File: src/rtl/fifo_rd_packer.sv
// fifo_rd_packer: packs FIFO read bytes into PACK-lane words with flush and ready/valid output
module fifo_rd_packer #(
  parameter int D_WIDTH = 8,
  parameter int PACK = 4
) (
  input  logic                    rd_clk,
  input  logic                    reset,
  input  logic                    empty_i,
  input  logic [D_WIDTH-1:0]      rd_data_i,
  output logic                    rd_en_o,
  input  logic                    flush_i,
  output logic [D_WIDTH*PACK-1:0] out_data_o,
  output logic [PACK-1:0]         out_keep_o,
  output logic                    out_valid_o,
  input  logic                    out_ready_i,
  output logic [15:0]             word_count_o
);
  localparam int CW = $clog2(PACK + 1);
  localparam int AW = $clog2(PACK);
  typedef enum logic {RUN, FLUSH} state_t;
  state_t state, state_d;
  logic [D_WIDTH-1:0] acc [PACK];
  logic [CW-1:0] cnt, cnt_eff;
  logic inflight, slot_free, load;
  logic [D_WIDTH*PACK-1:0] word;
  logic [PACK-1:0] keep;
  assign slot_free = !out_valid_o || out_ready_i;
  assign load = slot_free && cnt_eff != '0 && (cnt_eff == CW'(PACK) || (state == FLUSH && !inflight));
  assign rd_en_o = reset && !empty_i && state == RUN && cnt_eff < CW'(PACK);
  // candidate output word: accumulated lanes plus the byte landing this cycle, unused lanes zeroed
  always_comb begin
    cnt_eff = cnt + CW'(inflight);
    word = '0;
    keep = '0;
    for (int i = 0; i < PACK; i++) begin
      keep[i] = CW'(i) < cnt_eff;
      word[i*D_WIDTH +: D_WIDTH] = !keep[i] ? '0 : (inflight && CW'(i) == cnt) ? rd_data_i : acc[i];
    end
  end
  // flush sequencing: leave FLUSH once nothing is in flight and any partial word has a free slot
  always_comb begin
    state_d = state == RUN ? (flush_i ? FLUSH : RUN) : (!inflight && (cnt == '0 || slot_free)) ? RUN : FLUSH;
  end
  // state register
  always_ff @(posedge rd_clk or negedge reset) begin
    if (!reset) state <= RUN;
    else state <= state_d;
  end
  // lane capture, output register and accepted-word counter
  always_ff @(posedge rd_clk or negedge reset) begin
    if (!reset) begin
      cnt <= '0;
      inflight <= 1'b0;
      out_valid_o <= 1'b0;
      out_data_o <= '0;
      out_keep_o <= '0;
      word_count_o <= '0;
      for (int i = 0; i < PACK; i++) acc[i] <= '0;
    end else begin
      inflight <= rd_en_o;
      cnt <= load ? '0 : cnt_eff;
      if (inflight) acc[cnt[AW-1:0]] <= rd_data_i;
      if (load) begin
        out_data_o <= word;
        out_keep_o <= keep;
      end
      out_valid_o <= load || (out_valid_o && !out_ready_i);
      if (out_valid_o && out_ready_i) word_count_o <= word_count_o + 16'd1;
    end
  end
endmodule
File: config.mk
export PLATFORM = sky130hd
export DESIGN_NAME = fifo_rd_packer
export DESIGN_NICKNAME = d
export VERILOG_FILES = /design/src/rtl/fifo_rd_packer.sv
export SDC_FILE = /design/constraint.sdc
export NUM_CORES = 1
export LEC_CHECK = 0
export ABC_CLOCK_PERIOD_IN_PS = 3000
export CAP_MARGIN = 20
export CORE_ASPECT_RATIO = 0.9
export CORE_UTILIZATION = 50
export DETAILED_ROUTE_END_ITERATION = 12
export GPL_ROUTABILITY_DRIVEN = 0
export PLACE_DENSITY = 0.76
export SLEW_MARGIN = 25
export SYNTH_ARGS = -nofsm -noshare
export SYNTH_HDL_FRONTEND = slang
export SYNTH_SLANG_ARGS = --single-unit
File: constraint.sdc
create_clock -name rd_clk -period 3 [get_ports rd_clk]
set_clock_uncertainty 0.2 [all_clocks]
set_input_delay 0.45 -clock rd_clk [delete_from_list [all_inputs] [get_ports rd_clk]]
set_output_delay 0.45 -clock rd_clk [all_outputs]
set_load 0.01 [all_outputs]
==> out/results.txt <==
clk slew on worst S/H paths - 90 ps
Die Y-Extent - 86.2 microns
drt wl/cell - 17.6 microns
crit path kind - reg2out
fin crit period - 2740 ps
flop2flop setup slack - 580 ps
clk sink count - 90
period utilization - 91.3%
drt first pass iters - 4
Port Buffers - 66
hold path start - word_count_o[15]
largest net degree at the start of global routing - 61
final WL - 8080 microns
synthesized area per cell - 14.1 sq um
RSZ-0062 raised after global routing - no
max-cap violation count - 0
mux cell area share after synthesis - 20.1%
synthesized flop and latch total - 90
warnings from Yosys - 0
commonest cells after routing, fill and taps aside - 90 x dfrtp_1, 64 x clkdlybuf4s50_1, 33 x mux2_2
total congestion overflow - 0
All-Layer GR Usage - 21.3%
total die area - 0.00824 sq mm
largest family of logic cells by synthesized area - multiplexers
setup bufs post-CTS - 0
Setup WS pre-CTS - 239 ps
dominant synthesized flop cell - dfrtp_1
Worst Slack Setup Final - 262 ps
Mapped Area - 0.00394 sq mm
drc violations - 0
ys async rst share - 100%
CTS Buf Count - 9
max-slew violation count - 0
largest area contributor in the netlist - dfrtp_1
first-pass GRT wire length - 13000 microns
register area share after synthesis - 57.1%
peak supply drop - 0.528 mV
htree depth - 3
Peak Freq - 365 MHz
Row Count - 30
crit-path max FO - 5
post-synthesis adder-cell area fraction - 0.952%
worst hold endpoint - word_count_o[15]
Via density - 5.49
initial core utilization - 52.0%
WHS Path Cells - 1
Fill cells - 573
status - finished clean
complex-gate fraction of the synthesized area - 7.65%
diodes inserted - 0
commonest non-fill, non-tap cell in the layout - dfrtp_1
Setup crit start kind - register
# IOs - 67
slew at the pin with the worst max-slew slack - 758 ps
Synth top area share - 57.1%
share of cells above drive strength 1 - 19.5%
CTS max path bufs - 2
Post-Syn Nets - 296
Final ANT Viol Nets - 0
Setup TNS - 0 ps
final hold slack - 275 ps
TritonCTS clock tree - yes
XOR/XNOR Fraction of Synth Area - 3.97%
Power Density - 856 mW/mm^2
vias - 2524
Max-slew headroom - 49.4%
worst flop-to-flop path startpoint - cnt[0]
Final #Nets - 376
area of the multi-input gates - 0.00162 sq mm
synthesized instance count - 280
Fin. Hold Viols - 0
vias in the first global route - 2503
DRT iter0 DRCs - 154
hpwl dp - 5520 microns
Area Overhead vs Synth - 26.2%
Data required, critical path - 2350 ps
worst reg-to-reg path cell count - 7
Crit. End Element - primary output
Core Region - 0.00758 sq mm
Die W - 95.6 microns
Root Driver - clkbuf_8
number of distinct library cells after synthesis - 41
FF-to-FF End - out_keep_o[1]
EDFF count, synth - 0
Area contributors post-synth - dfrtp_1 57%, mux2_2 9.4%, mux2i_1 6.1%
simple-gate share of the synthesized area - 8.06%
worst skew pair latency - 350 ps
final setup violation count - 0
Arr. time, crit path - 2090 ps
Leakage - 0.00215 uW
Seq. cell area - 0.00225 sq mm
worst hold path type - reg2reg
initial antenna violation count - 0
how the worst max path moves through the flow:
stage               startpoint  endpoint  depth (start not counted)
floorplan               cnt[0]   rd_en_o                          4
global placement        cnt[0]   rd_en_o                          5
detailed placement      cnt[0]   rd_en_o                          5
CTS                     cnt[0]   rd_en_o                          5
global route            cnt[0]   rd_en_o                          5
finish                  cnt[0]   rd_en_o                          5
final cells by class:
class	count	share of cell area (%)
clock buffers	11	2.84
clock inverters	4	1.53
inverters	1	0.0755
multi-input cells	179	32.6
flip-flops and latches	90	45.3
well taps	96	2.41
repair buffers	79	15.2
cell usage after synthesis, types with 2 or more instances:
cell type	n
xor2_1	6
mux2_1	16
clkbuf_2	2
nor4_1	2
nor2_1	6
nand2b_1	3
nand4_1	2
nand3b_1	2
nor4bb_1	2
ha_1	3
buf_2	3
nand3_1	10
xnor2_1	10
nand2_1	9
buf_6	5
and3_1	4
and2_1	2
dfrtp_1	90
mux2i_1	24
o2bb2ai_1	24
a21oi_1	3
mux2_2	33
through the flow:
stage | power, uW | cells | utilization [%] | cell area (sq um)
4_1_cts | 4300 | 460 | 65.6 | 4970
2_1_floorplan | 2770 | 280 | - | 3940
6_report | 4260 | 460 | 65.6 | 4970
3_5_place_dp | 3380 | 444 | 62.5 | 4740
5_1_grt | 4510 | 460 | 65.6 | 4970
3_3_place_gp | 3320 | 444 | 62.5 | 4740
registers in the layout, summed over array words and instances, names as in the netlist:
| register | count |
|---|---|
| word_count_o | 16 |
| cnt | 3 |
| out_data_o | 32 |
| state | 1 |
| out_keep_o | 4 |
| inflight | 1 |
| acc | 32 |
| out_valid_o | 1 |
routing by layer:
metal  GRT usage [%]  part of all wire, %  vias to the layer above  routed length [microns]
met5               0                    0                        -                        0
met4            6.92                  1.3                        0                      108
met3            4.30                  3.1                       10                      248
met2            32.6                   46                       47                     3750
met1            30.7                   49                     1285                     3970
li1                -                    -                     1182                        -
critical path: stages (launching register included):
cell and delay [ps]:
dfrtp_1 390, ha_1 210, ha_1 230, xor2_2 240, nor4b_2 340, dlygate4sd2_1 320
logic make-up (layout without fill, tap and decap cells):
group                      after synthesis  in the layout
AOI/OAI and AO/OA                       35             35
xor gates and xnor gates                17             17
muxes                                   73             73
DFF                                     90             90
buffers and inverters                   11             95
and+or+nand+nor                         51             51
adders and majority gates                3              3
power breakdown:
part	internal (uW)	switching [uW]
sequential	1610	240
combinational	840	672
clock	489	413
what timing repair did:
action / in CTS / in global routing
hold buffers: 1 / 0
endpoints found under the hold margin: 30 / 0
setup endpoints to repair: 1 / 0
resized for setup: 2 / 0
Power figures use the tool's default switching activity.
